File: src/rtl/decode_queue_stage_pkg.sv
// Shared encodings for the decode queue stage: MIPS opcode/funct/rt/rs
// values, class-vector bit positions and a small class helper.
package decode_queue_stage_pkg;

    // Class vector layout: {cp0, mdu, jump, store, load, branch, alu_i, alu_r}
    localparam int CLS_W      = 8;
    localparam int CLS_ALU_R  = 0;
    localparam int CLS_ALU_I  = 1;
    localparam int CLS_BRANCH = 2;
    localparam int CLS_LOAD   = 3;
    localparam int CLS_STORE  = 4;
    localparam int CLS_JUMP   = 5;
    localparam int CLS_MDU    = 6;
    localparam int CLS_CP0    = 7;

    typedef enum logic [5:0] {
        OP_SPECIAL = 6'h00, OP_REGIMM = 6'h01, OP_J     = 6'h02, OP_JAL   = 6'h03,
        OP_BEQ     = 6'h04, OP_BNE    = 6'h05, OP_BLEZ  = 6'h06, OP_BGTZ  = 6'h07,
        OP_ADDI    = 6'h08, OP_ADDIU  = 6'h09, OP_SLTI  = 6'h0A, OP_SLTIU = 6'h0B,
        OP_ANDI    = 6'h0C, OP_ORI    = 6'h0D, OP_XORI  = 6'h0E, OP_LUI   = 6'h0F,
        OP_COP0    = 6'h10,
        OP_LB      = 6'h20, OP_LH     = 6'h21, OP_LW    = 6'h23, OP_LBU   = 6'h24,
        OP_LHU     = 6'h25,
        OP_SB      = 6'h28, OP_SH     = 6'h29, OP_SW    = 6'h2B
    } opcode_e;

    typedef enum logic [5:0] {
        FN_SLL  = 6'h00, FN_SRL   = 6'h02, FN_SRA  = 6'h03, FN_SLLV  = 6'h04,
        FN_SRLV = 6'h06, FN_SRAV  = 6'h07, FN_JR   = 6'h08, FN_JALR  = 6'h09,
        FN_MFHI = 6'h10, FN_MTHI  = 6'h11, FN_MFLO = 6'h12, FN_MTLO  = 6'h13,
        FN_MULT = 6'h18, FN_MULTU = 6'h19, FN_DIV  = 6'h1A, FN_DIVU  = 6'h1B,
        FN_ADD  = 6'h20, FN_ADDU  = 6'h21, FN_SUB  = 6'h22, FN_SUBU  = 6'h23,
        FN_AND  = 6'h24, FN_OR    = 6'h25, FN_XOR  = 6'h26, FN_NOR   = 6'h27,
        FN_SLT  = 6'h2A, FN_SLTU  = 6'h2B
    } funct_e;

    typedef enum logic [4:0] {
        RT_BLTZ = 5'h00,
        RT_BGEZ = 5'h01
    } regimm_rt_e;

    typedef enum logic [4:0] {
        RS_MF = 5'h00,
        RS_MT = 5'h04,
        RS_CO = 5'h10
    } cop0_rs_e;

    // An instruction that redirects control leaves the next one in a delay slot.
    function automatic logic is_ctrl(input logic [CLS_W-1:0] cls);
        return cls[CLS_BRANCH] | cls[CLS_JUMP];
    endfunction

endpackage

File: src/rtl/decode_queue_stage_if.sv
// Fetch-side and execute-side handshake bundle of the decode queue stage.
// The stage itself uses the slave view; its environment uses the master view.
interface decode_queue_stage_if
    import decode_queue_stage_pkg::*;
#(
    parameter int DEPTH = 4,
    parameter int PC_W  = 32
);
    localparam int CNT_W = $clog2(DEPTH + 1);

    logic             flush;
    logic             in_valid;
    logic             in_ready;
    logic [PC_W-1:0]  in_pc;
    logic [31:0]      in_instr;
    logic             out_valid;
    logic             out_ready;
    logic [PC_W-1:0]  out_pc;
    logic [CLS_W-1:0] out_cls;
    logic [4:0]       out_rs;
    logic [4:0]       out_rt;
    logic [4:0]       out_rd;
    logic [4:0]       out_shamt;
    logic [15:0]      out_imm;
    logic [25:0]      out_tgt;
    logic             out_ri;
    logic             out_ds;
    logic [CNT_W-1:0] count;

    modport master (
        output flush, in_valid, in_pc, in_instr, out_ready,
        input  in_ready, out_valid, out_pc, out_cls, out_rs, out_rt, out_rd,
               out_shamt, out_imm, out_tgt, out_ri, out_ds, count
    );

    modport slave (
        input  flush, in_valid, in_pc, in_instr, out_ready,
        output in_ready, out_valid, out_pc, out_cls, out_rs, out_rt, out_rd,
               out_shamt, out_imm, out_tgt, out_ri, out_ds, count
    );

endinterface

File: src/rtl/decode_queue_stage_instr_class_dec.sv
// Combinational MIPS instruction classifier: instr -> {cls, ri}.
// Build option DEC_MDU_EN: when defined, multiply/divide and HI/LO moves
// classify as mdu; otherwise they are reserved and cls[CLS_MDU] stays 0.
module instr_class_dec
    import decode_queue_stage_pkg::*;
(
    input  logic [31:0]      instr,
    output logic [CLS_W-1:0] cls,
    output logic             ri
);
    logic [5:0] op;
    logic [5:0] funct;
    logic [4:0] rs;
    logic [4:0] rt;
    logic       unused_bits;

    assign op          = instr[31:26];
    assign rs          = instr[25:21];
    assign rt          = instr[20:16];
    assign funct       = instr[5:0];
    assign unused_bits = ^instr[15:6];

    // Classify the word; every unrecognised encoding lands on ri with cls=0.
    always_comb begin
        // NOTE: defaults first so every path assigns every output; no latch.
        cls = '0;
        ri  = 1'b0;
        case (op)
            OP_SPECIAL: begin
                case (funct)
                    FN_SLL, FN_SRL, FN_SRA, FN_SLLV, FN_SRLV, FN_SRAV,
                    FN_ADD, FN_ADDU, FN_SUB, FN_SUBU,
                    FN_AND, FN_OR, FN_XOR, FN_NOR, FN_SLT, FN_SLTU:
                        cls[CLS_ALU_R] = 1'b1;
                    FN_JR, FN_JALR:
                        cls[CLS_JUMP] = 1'b1;
                    FN_MFHI, FN_MTHI, FN_MFLO, FN_MTLO,
                    FN_MULT, FN_MULTU, FN_DIV, FN_DIVU:
`ifdef DEC_MDU_EN
                        cls[CLS_MDU] = 1'b1;
`else
                        ri = 1'b1;
`endif
                    default:
                        ri = 1'b1;
                endcase
            end
            OP_REGIMM: begin
                if (rt == RT_BLTZ || rt == RT_BGEZ) cls[CLS_BRANCH] = 1'b1;
                else                                ri = 1'b1;
            end
            OP_J, OP_JAL:
                cls[CLS_JUMP] = 1'b1;
            OP_BEQ, OP_BNE, OP_BLEZ, OP_BGTZ:
                cls[CLS_BRANCH] = 1'b1;
            OP_ADDI, OP_ADDIU, OP_SLTI, OP_SLTIU,
            OP_ANDI, OP_ORI, OP_XORI, OP_LUI:
                cls[CLS_ALU_I] = 1'b1;
            OP_COP0: begin
                if (rs == RS_MF || rs == RS_MT || rs == RS_CO) cls[CLS_CP0] = 1'b1;
                else                                           ri = 1'b1;
            end
            OP_LB, OP_LH, OP_LW, OP_LBU, OP_LHU:
                cls[CLS_LOAD] = 1'b1;
            OP_SB, OP_SH, OP_SW:
                cls[CLS_STORE] = 1'b1;
            default:
                ri = 1'b1;
        endcase
    end

endmodule

File: src/rtl/decode_queue_stage.sv
// Decode queue stage: DEPTH-entry {pc, instr} FIFO from fetch, a decoded
// output register for execute, and delay-slot tracking across loaded entries.
// Flush discards queued and held entries. DEPTH must be a power of two >= 2
// so the pointers wrap naturally. Optional build macro: DEC_MDU_EN (see
// instr_class_dec).
module decode_queue_stage
    import decode_queue_stage_pkg::*;
#(
    parameter int DEPTH = 4,
    parameter int PC_W  = 32
) (
    input  logic                clk,
    input  logic                reset,
    decode_queue_stage_if.slave bus
);
    localparam int CNT_W = $clog2(DEPTH + 1);
    localparam int AW    = $clog2(DEPTH);

    typedef struct packed {
        logic [PC_W-1:0] pc;
        logic [31:0]     instr;
    } entry_t;

    typedef struct packed {
        logic [PC_W-1:0]  pc;
        logic [CLS_W-1:0] cls;
        logic [4:0]       rs;
        logic [4:0]       rt;
        logic [4:0]       rd;
        logic [4:0]       shamt;
        logic [15:0]      imm;
        logic [25:0]      tgt;
        logic             ri;
        logic             ds;
    } out_t;

    entry_t           mem [DEPTH];
    logic [AW-1:0]    wr_ptr;
    logic [AW-1:0]    rd_ptr;
    logic [CNT_W-1:0] count_q;
    logic             out_valid_q;
    out_t             out_q;
    logic             ds_flag;

    logic             full;
    logic             empty;
    logic             push;
    logic             pop;
    entry_t           head;
    logic [CLS_W-1:0] head_cls;
    logic             head_ri;

    assign full  = (count_q == CNT_W'(DEPTH));
    assign empty = (count_q == '0);
    // A full queue never accepts, even when the head leaves in the same cycle.
    assign push  = bus.in_valid && !full;
    assign pop   = !empty && (!out_valid_q || bus.out_ready);
    assign head  = mem[rd_ptr];

    instr_class_dec u_dec (
        .instr (head.instr),
        .cls   (head_cls),
        .ri    (head_ri)
    );

    // Entry storage; a flushed cycle's push is dropped.
    // NOTE: the storage array has no reset; count and pointers mark validity.
    always_ff @(posedge clk) begin
        if (push && !bus.flush) mem[wr_ptr] <= '{pc: bus.in_pc, instr: bus.in_instr};
    end

    // Queue control, output register and delay-slot flag; flush beats push/pop.
    always_ff @(posedge clk or posedge reset) begin
        if (reset) begin
            wr_ptr      <= '0;
            rd_ptr      <= '0;
            count_q     <= '0;
            out_valid_q <= 1'b0;
            out_q       <= '0;
            ds_flag     <= 1'b0;
        end else if (bus.flush) begin
            wr_ptr      <= '0;
            rd_ptr      <= '0;
            count_q     <= '0;
            out_valid_q <= 1'b0;
            ds_flag     <= 1'b0;
        end else begin
            if (push) wr_ptr <= wr_ptr + AW'(1);
            if (pop)  rd_ptr <= rd_ptr + AW'(1);
            case ({push, pop})
                2'b10:   count_q <= count_q + CNT_W'(1);
                2'b01:   count_q <= count_q - CNT_W'(1);
                default: count_q <= count_q;
            endcase
            if (pop) begin
                out_valid_q <= 1'b1;
                out_q.pc    <= head.pc;
                out_q.cls   <= head_cls;
                out_q.ri    <= head_ri;
                out_q.rs    <= head.instr[25:21];
                out_q.rt    <= head.instr[20:16];
                out_q.rd    <= head.instr[15:11];
                out_q.shamt <= head.instr[10:6];
                out_q.imm   <= head.instr[15:0];
                out_q.tgt   <= head.instr[25:0];
                out_q.ds    <= ds_flag;
                ds_flag     <= is_ctrl(head_cls);
            end else if (bus.out_ready) begin
                out_valid_q <= 1'b0;
            end
        end
    end

    assign bus.in_ready  = !full;
    assign bus.count     = count_q;
    assign bus.out_valid = out_valid_q;
    assign bus.out_pc    = out_q.pc;
    assign bus.out_cls   = out_q.cls;
    assign bus.out_rs    = out_q.rs;
    assign bus.out_rt    = out_q.rt;
    assign bus.out_rd    = out_q.rd;
    assign bus.out_shamt = out_q.shamt;
    assign bus.out_imm   = out_q.imm;
    assign bus.out_tgt   = out_q.tgt;
    assign bus.out_ri    = out_q.ri;
    assign bus.out_ds    = out_q.ds;

endmodule

File: src/flat_wrapper.sv
// flat-port wrapper written by rule: the top's interface ports become plain ports
module decode_queue_stage_flat import decode_queue_stage_pkg::*;
#(
    parameter int DEPTH = 4,
    parameter int PC_W  = 32
)
  (clk, reset, bus_flush, bus_in_valid, bus_in_pc, bus_in_instr, bus_out_ready, bus_in_ready, bus_out_valid, bus_out_pc, bus_out_cls, bus_out_rs, bus_out_rt, bus_out_rd, bus_out_shamt, bus_out_imm, bus_out_tgt, bus_out_ri, bus_out_ds, bus_count);
  decode_queue_stage_if #(.DEPTH(DEPTH), .PC_W(PC_W)) bus_i ();
  input  logic clk;
  input  logic reset;
  input wire logic [$bits(bus_i.flush)-1:0] bus_flush;
  input wire logic [$bits(bus_i.in_valid)-1:0] bus_in_valid;
  input wire logic [$bits(bus_i.in_pc)-1:0] bus_in_pc;
  input wire logic [$bits(bus_i.in_instr)-1:0] bus_in_instr;
  input wire logic [$bits(bus_i.out_ready)-1:0] bus_out_ready;
  output wire logic [$bits(bus_i.in_ready)-1:0] bus_in_ready;
  output wire logic [$bits(bus_i.out_valid)-1:0] bus_out_valid;
  output wire logic [$bits(bus_i.out_pc)-1:0] bus_out_pc;
  output wire logic [$bits(bus_i.out_cls)-1:0] bus_out_cls;
  output wire logic [$bits(bus_i.out_rs)-1:0] bus_out_rs;
  output wire logic [$bits(bus_i.out_rt)-1:0] bus_out_rt;
  output wire logic [$bits(bus_i.out_rd)-1:0] bus_out_rd;
  output wire logic [$bits(bus_i.out_shamt)-1:0] bus_out_shamt;
  output wire logic [$bits(bus_i.out_imm)-1:0] bus_out_imm;
  output wire logic [$bits(bus_i.out_tgt)-1:0] bus_out_tgt;
  output wire logic [$bits(bus_i.out_ri)-1:0] bus_out_ri;
  output wire logic [$bits(bus_i.out_ds)-1:0] bus_out_ds;
  output wire logic [$bits(bus_i.count)-1:0] bus_count;
  assign bus_i.flush = bus_flush;
  assign bus_i.in_valid = bus_in_valid;
  assign bus_i.in_pc = bus_in_pc;
  assign bus_i.in_instr = bus_in_instr;
  assign bus_i.out_ready = bus_out_ready;
  assign bus_in_ready = bus_i.in_ready;
  assign bus_out_valid = bus_i.out_valid;
  assign bus_out_pc = bus_i.out_pc;
  assign bus_out_cls = bus_i.out_cls;
  assign bus_out_rs = bus_i.out_rs;
  assign bus_out_rt = bus_i.out_rt;
  assign bus_out_rd = bus_i.out_rd;
  assign bus_out_shamt = bus_i.out_shamt;
  assign bus_out_imm = bus_i.out_imm;
  assign bus_out_tgt = bus_i.out_tgt;
  assign bus_out_ri = bus_i.out_ri;
  assign bus_out_ds = bus_i.out_ds;
  assign bus_count = bus_i.count;
  decode_queue_stage #(.DEPTH(DEPTH), .PC_W(PC_W)) u_core (.clk(clk), .reset(reset), .bus(bus_i));
endmodule
File: config.mk
export PLATFORM = sky130hd
export DESIGN_NAME = decode_queue_stage_flat
export DESIGN_NICKNAME = d
export VERILOG_FILES = /design/src/rtl/decode_queue_stage_pkg.sv /design/src/rtl/decode_queue_stage_if.sv /design/src/rtl/decode_queue_stage_instr_class_dec.sv /design/src/rtl/decode_queue_stage.sv /design/src/flat_wrapper.sv
export SDC_FILE = /design/constraint.sdc
export NUM_CORES = 1
export LEC_CHECK = 0
export CAP_MARGIN = 40
export CORE_ASPECT_RATIO = 1.2
export CORE_MARGIN = 4
export CORE_UTILIZATION = 50
export CTS_BUF_LIST = sky130_fd_sc_hd__clkbuf_8
export CTS_CLUSTER_DIAMETER = 100
export DETAILED_ROUTE_END_ITERATION = 12
export PLACE_DENSITY = 0.73
export SYNTH_ARGS = -nofsm -noshare
export SYNTH_HDL_FRONTEND = slang
export SYNTH_SLANG_ARGS = --single-unit
File: constraint.sdc
create_clock -name clk -period 6.1 [get_ports clk]
set_clock_uncertainty 0.2 [all_clocks]
set_input_delay 0.61 -clock clk [delete_from_list [all_inputs] [get_ports clk]]
set_output_delay 0.61 -clock clk [all_outputs]
set_load 0.01 [all_outputs]
==> results_dict.tcl, run 1 <==
set metrics [dict create \
    status "finished, final reports clean" \
    tns_ns 0 \
    yosysTopAreaCellShare_pct 60.44 \
    antenna_left 0 \
    grt-ovfl-total 0 \
    required_ns 6.28 \
    arrival_ns 3.17 \
    reg2reg_slack_ns 3.11 \
    relSlewSlack_pct 47.67 \
    design_area_sq_mm 0.01559 \
    tightestPinTransition_ns 0.7850 \
    die_area_sq_mm 0.02807 \
    cts_resized 0 \
    slowest_stage "dfrtp_4" \
    floorplan.initialDensity_pct 51.06 \
    fin_ws_ns 3.105 \
    vias 6614 \
    fin_crit_ns 2.995 \
    io_buffers 176 \
    fmax_ghz 0.3339 \
    start_kind "flip-flop" \
    clock_sinks 332 \
    ys_warn_count 0 \
    ys_ff_latch 332 \
    htreeDepth 2 \
    fp.dieW_um 153.6 \
    reg2reg_depth 5 \
    synth-seq-area-share_pct 75.39 \
    fin_hold_ws_ns 0.1819 \
    hold_buffers 0 \
    synthMuxAreaShare_pct 11.52 \
    internal-power_w 0.004661 \
    synth-adder-area-share_pct 0.5509 \
    io_pins 178 \
    core_area_sq_mm 0.02491 \
    cts_buffers 48 \
    wl_per_cell_um 19.33 \
    syn_area_sq_mm 0.01272 \
    firstDrtPassIters 4 \
    gp_congestion 0.7474 \
    timing.rr.start "u_core.rd_ptr[0]" \
    hpwl_um 15190 \
    grtUsageTotal_pct 17.63 \
    cts-root-buf "clkbuf_8" \
    r2r_end "u_core.bus.out_ri" \
    path_cells "mux4_2, nand2b_1, a2111oi_1, o21a_1, a41oi_2" \
    syn_area_per_cell_sq_um 17.42 \
    slew_viol_final 0 \
    vdd_ir_drop_max_mv 0.1955 \
    grt_pass1_wl_um 38620 \
    power.total_w 0.006570 \
    final_common_cell "edfxtp_1" \
    nNetsFinal 972 \
    drive_gt1_share_pct 16.24 \
    synth_top_family_by_area "multiplexers" \
    drt_iter0_drc 435 \
    clkPwrFrac_pct 24.5 \
    totalWireLength_um 24390 \
    dpl_cell_area_sq_mm 0.01468 \
    async_reset_ff_share_pct 22.89 \
    yosysTopAreaCell "edfxtp_1" \
    area_growth_pct 22.56 \
    worstSetupEndpointType "flip-flop" \
    power.switching_w 0.001908 \
    clk_pin_slew_worst_paths_ns 0.06 \
    grt_pass1_vias 7007 \
    synth_compound_area_share_pct 1.151 \
    drc 0 \
    final_cell_mix "256 x edfxtp_1, 186 x nand2_1, 176 x clkdlybuf4s50_1" \
    die_height_um 182.7 \
    post_cts_buffers 0 \
    p_per_area_mw_per_mm2 421.4 \
    antenna_found_initial 4 \
    worstHoldPathType "input port to asynchronous set/reset pin" \
    synthCells 730 \
    post-route-period-util_pct 49.10 \
    yosys.area_share.simple_pct 7.574 \
    slowest_delay_ns 0.93 \
    ys.flop_type "edfxtp_1" \
    grt_max_degree 70 \
    crit_fanout 38 \
    path_class "flip-flop to flip-flop" \
    syn-num-nets 804 \
    setup_viol 0 \
    synth-edff-count 256 \
    power.leakage_nw 5.688 \
    hold_viol 0 \
    post-place-ws_ns 2.720 \
    fp-row-count 63 \
    cts_max_path_buffers 3 \
    clk_latency_ns 0.54 \
    synthTopCellsByArea "edfxtp_1 60%, dfrtp_1 15%, mux4_2 11%" \
    pwr-share-comb_pct 29.2 \
    synth_cell_type_count 45 \
    seqPwrFrac_pct 46.2 \
    grt_setup_unrepaired "false" \
    maxCapViolations 0 \
    cts_tree "done" \
    synth_xor_area_share_pct 0.4131 \
    viasPerCell 5.241 \
    swShare_pct 29.05 \
]
[cell type report]
cell class	count	area (sq um)
Timing Repair Buffer	185	1942
Tap cell	325	406.6
Fill cell	1826	9320
Clock inverter	32	135.1
Inverter	4	17.52
Sequential cell	332	9597
Multi-Input combinational cell	327	2718
Antenna cell	1	2.502
Clock buffer	56	770.7
[power by group through the flow]
stage	Combinational (W)	Sequential (W)	Clock (W)
finish	0.00192	0.00304	0.00161
global route	0.00209	0.00309	0.00178
CTS	0.00196	0.00305	0.00166
detailed placement	0.00195	0.00309	0
global placement	0.00188	0.00311	0
floorplan	0.00114	0.00307	0
[logic make-up (layout without fill, tap and decap cells)]
group	after synthesis	in the layout
compound gates	19	19
xor+xnor	6	6
fa+ha+maj	5	5
buf+inv	71	277
flops	332	332
mux	66	66
other cells	1	2
simple gates	230	230
[layer usage]
layer / part of all wire, % / track usage [%] / routed length, um
met5: 0.16 / 0 / 38
met1: 40 / 22.11 / 9724
met3: 6.1 / 4.435 / 1476
met2: 51 / 30.27 / 12540
met4: 2.5 / 6.007 / 613
[cells in the mapped netlist (all sizes together), types with 3 or more instances]
library cell	number
a21oi	3
and2	5
buf	50
clkbuf	17
dfrtp	76
edfxtp	256
ha	4
inv	4
mux4	64
nand2	186
nor2	13
nor2b	5
nor3	3
nor3b	3
nor4	3
o21ai	4
xnor2	4
[critical path, delay by kind of cell (launching register included)]
family | cells | cell delay, ns
AOI/OAI and AO/OA | 3 | 0.94
DFF | 1 | 0.93
muxes | 1 | 0.61
and+or+nand+nor | 1 | 0.15
[registers in the layout, summed over array words and instances, names as in the netlist, 2 cells and up]
name and flops:
u_core.mem 256, u_core.bus.out_tgt 25, u_core.bus.count 3, u_core.rd_ptr 2, u_core.wr_ptr 2, u_core.bus.out_cls 7
u_core.bus.out_pc 32
[per-stage QoR]
stage          instances  util, %
5_1_grt             1262    62.58
3_5_place_dp        1173    58.94
3_3_place_gp        1167    58.30
6_report            1262    62.58
2_1_floorplan        730        -
4_1_cts             1261    62.57
[how the worst max path moves through the flow]
| stage | from | endpoint | slack [ns] | cells past startpoint |
|---|---|---|---|---|
| floorplan | u_core.bus.count[2] | u_core.mem[0][0] | 2.77 | 5 |
| global placement | bus_flush | u_core.ds_flag | 2.81 | 6 |
| detailed placement | bus_flush | u_core.ds_flag | 2.72 | 6 |
| CTS | u_core.rd_ptr[0] | u_core.bus.out_ri | 3.07 | 5 |
| global route | u_core.rd_ptr[0] | u_core.bus.out_ri | 2.85 | 5 |
| finish | u_core.rd_ptr[0] | u_core.bus.out_ri | 3.11 | 5 |
Note: power is estimated with default switching activity, not from simulation.
==> run 2, diff against run 1 <==
- PLACE_DENSITY: 0.73 -> 0.76
- clock period: 6.1 -> 2.4 ns (I/O delays scaled with it)
==> results_dict.tcl, run 2 (synthesized netlist as in run 1, its figures left out) <==
set metrics [dict create \
    hpwl_um 16740 \
    start_kind "flip-flop" \
    grt_max_degree 63 \
    grt_pass1_wl_um 40610 \
    slowest_delay_ns 0.52 \
    slew_viol_final 0 \
    core_area_sq_mm 0.02491 \
    top_register "u_core.mem" \
    power.leakage_nw 6.000 \
    fin_util_pct 64.86 \
    fin_hold_ws_ns 0.1139 \
    largest_reg_flops 256 \
    totalWireLength_um 26210 \
    post-route-period-util_pct 101.8 \
    fp-row-count 63 \
    fin_ws_ns -0.04319 \
    clk_pin_slew_worst_paths_ns 0.07 \
    crit_fanout 4 \
    final_cell_mix "256 x edfxtp_1, 185 x nand2_1, 175 x clkdlybuf4s50_1" \
    drt_iter0_drc 330 \
    drc 0 \
    viasPerCell 5.232 \
    antenna_left 0 \
    wl_per_cell_um 19.90 \
    drive_gt1_share_pct 21.49 \
    vdd_ir_drop_max_mv 0.5596 \
    fmax_ghz 0.4093 \
    antenna_found_initial 2 \
    firstDrtPassIters 4 \
    p_per_area_mw_per_mm2 1085 \
    nNetsFinal 1025 \
    tns_ns -0.06546 \
    area_growth_pct 27.02 \
    post-place-cells 1211 \
    setup_viol 2 \
    cts-root-buf "clkbuf_8" \
    grt_setup_unrepaired "true" \
    gp_congestion 0.8144 \
    clk_latency_ns 0.55 \
    worstHoldPathType "input port to flip-flop" \
    cts_tree "done" \
    dpl_cell_area_sq_mm 0.01495 \
    design_area_sq_mm 0.01616 \
    cts_buffers 49 \
    htreeDepth 2 \
    crit_top_cell "buf_6" \
    required_ns 2.68 \
    path_class "flip-flop to flip-flop" \
    arrival_ns 2.72 \
    violations "negative setup slack" \
    floorplan.initialDensity_pct 51.06 \
    grt_pass1_vias 7315 \
    fp.dieW_um 153.6 \
    die_height_um 182.7 \
    finalNonFillerCells 1317 \
    grtUsageTotal_pct 18.61 \
    io_pins 178 \
    die_area_sq_mm 0.02807 \
    fillerInstances 1786 \
    cts_max_path_buffers 3 \
    path_cells "buf_6, buf_6, mux4_2, nor4_4, o311ai_1, o21a_1, a41oi_2" \
    final_common_cell "edfxtp_1" \
    status "complete, but fails checks" \
    grt-ovfl-total 0 \
    vias 6890 \
    clock_sinks 332 \
    worstSetupEndpointType "flip-flop" \
    io_buffers 176 \
    relSlewSlack_pct 60.58 \
    tightestPinTransition_ns 0.5913 \
    fin_crit_ns 2.443 \
    slowest_stage "dfrtp_4" \
    hold_viol 0 \
    maxCapViolations 0 \
]
==> run 2: cell types whose count changed in the layout (fill, tap and decap cells not counted), sizes merged <==
| cell | delta |
|---|---|
| dlygate4sd3 | +1 |
| dlygate4sd2 | +1 |
| bufinv | +1 |
| clkinvlp | +2 |
| clkdlybuf4s50 | -1 |
| clkinv | -5 |
| inv | +5 |
| buf | +50 |
| clkbuf | +1 |
==> run 2: metal layers <==
metal,track usage (%),wire (um)
met1,23.33,10320
met2,32.85,13810
met3,4.341,1642
met4,5.018,413
met5,0,27
==> run 2: path summary, 6_finish.rpt <==
| path | start | endpoint | slack [ns] | depth (start not counted) |
|---|---|---|---|---|
| max in group asynchronous | reset | u_core.bus.out_pc[16] | 1.05 | 4 |
| max | u_core.rd_ptr[0] | u_core.bus.out_ri | -0.04 | 7 |
| min | bus_in_pc[1] | u_core.mem[0][33] | 0.11 | 1 |
| min reg2reg | u_core.bus.out_pc[0] | u_core.bus.out_pc[0] | 0.27 | 2 |
| max reg2reg | u_core.rd_ptr[0] | u_core.bus.out_ri | -0.04 | 7 |
| min in group asynchronous | reset | u_core.bus.out_tgt[6] | 0.29 | 3 |
==> run 2: layout make-up <==
class	instances	area (sq um)	share of cell area, %
Inverter	4	16.27	0.1007
Sequential cell	332	9597	59.40
Multi-Input combinational cell	327	2814	17.42
Antenna cell	1	2.502	0.01549
Clock buffer	56	770.7	4.770
Tap cell	325	406.6	2.517
Clock inverter	35	177.7	1.100
Timing Repair Buffer	237	2372	14.68
==> run 2: report_power, final <==
part	switching (W)	total, W	internal, W
clock	0.00204	0.00428	0.00225
sequential	0.000522	0.00757	0.00705
combinational	0.00258	0.00567	0.00308
total	0.00514	0.0175	0.0124
==> run 2: timing repair <==
action	in CTS	in global routing
cloned	0	1
hold buffers	1	0
buffers inserted	3	9
resized for setup	5	27
endpoints found under the setup margin	5	24
pin swaps	0	7
endpoints found under the hold margin	51	0
==> run 2: critical path, delay by kind of cell, from the launching register on <==
family          cells  cell delay (ns)
compound gates      3             0.53
flops               1             0.52
simple gates        1             0.40
buf+inv             2             0.25
mux                 1             0.47
==> run 2: stage by stage <==
stage	worst slack (ns)	total power, W
2_1_floorplan	-0.2264	0.01068
3_3_place_gp	-0.03536	0.01295
3_5_place_dp	-0.06019	0.01310
4_1_cts	0.0009870	0.01747
5_1_grt	-0.1146	0.01848
6_report	-0.04319	0.01753
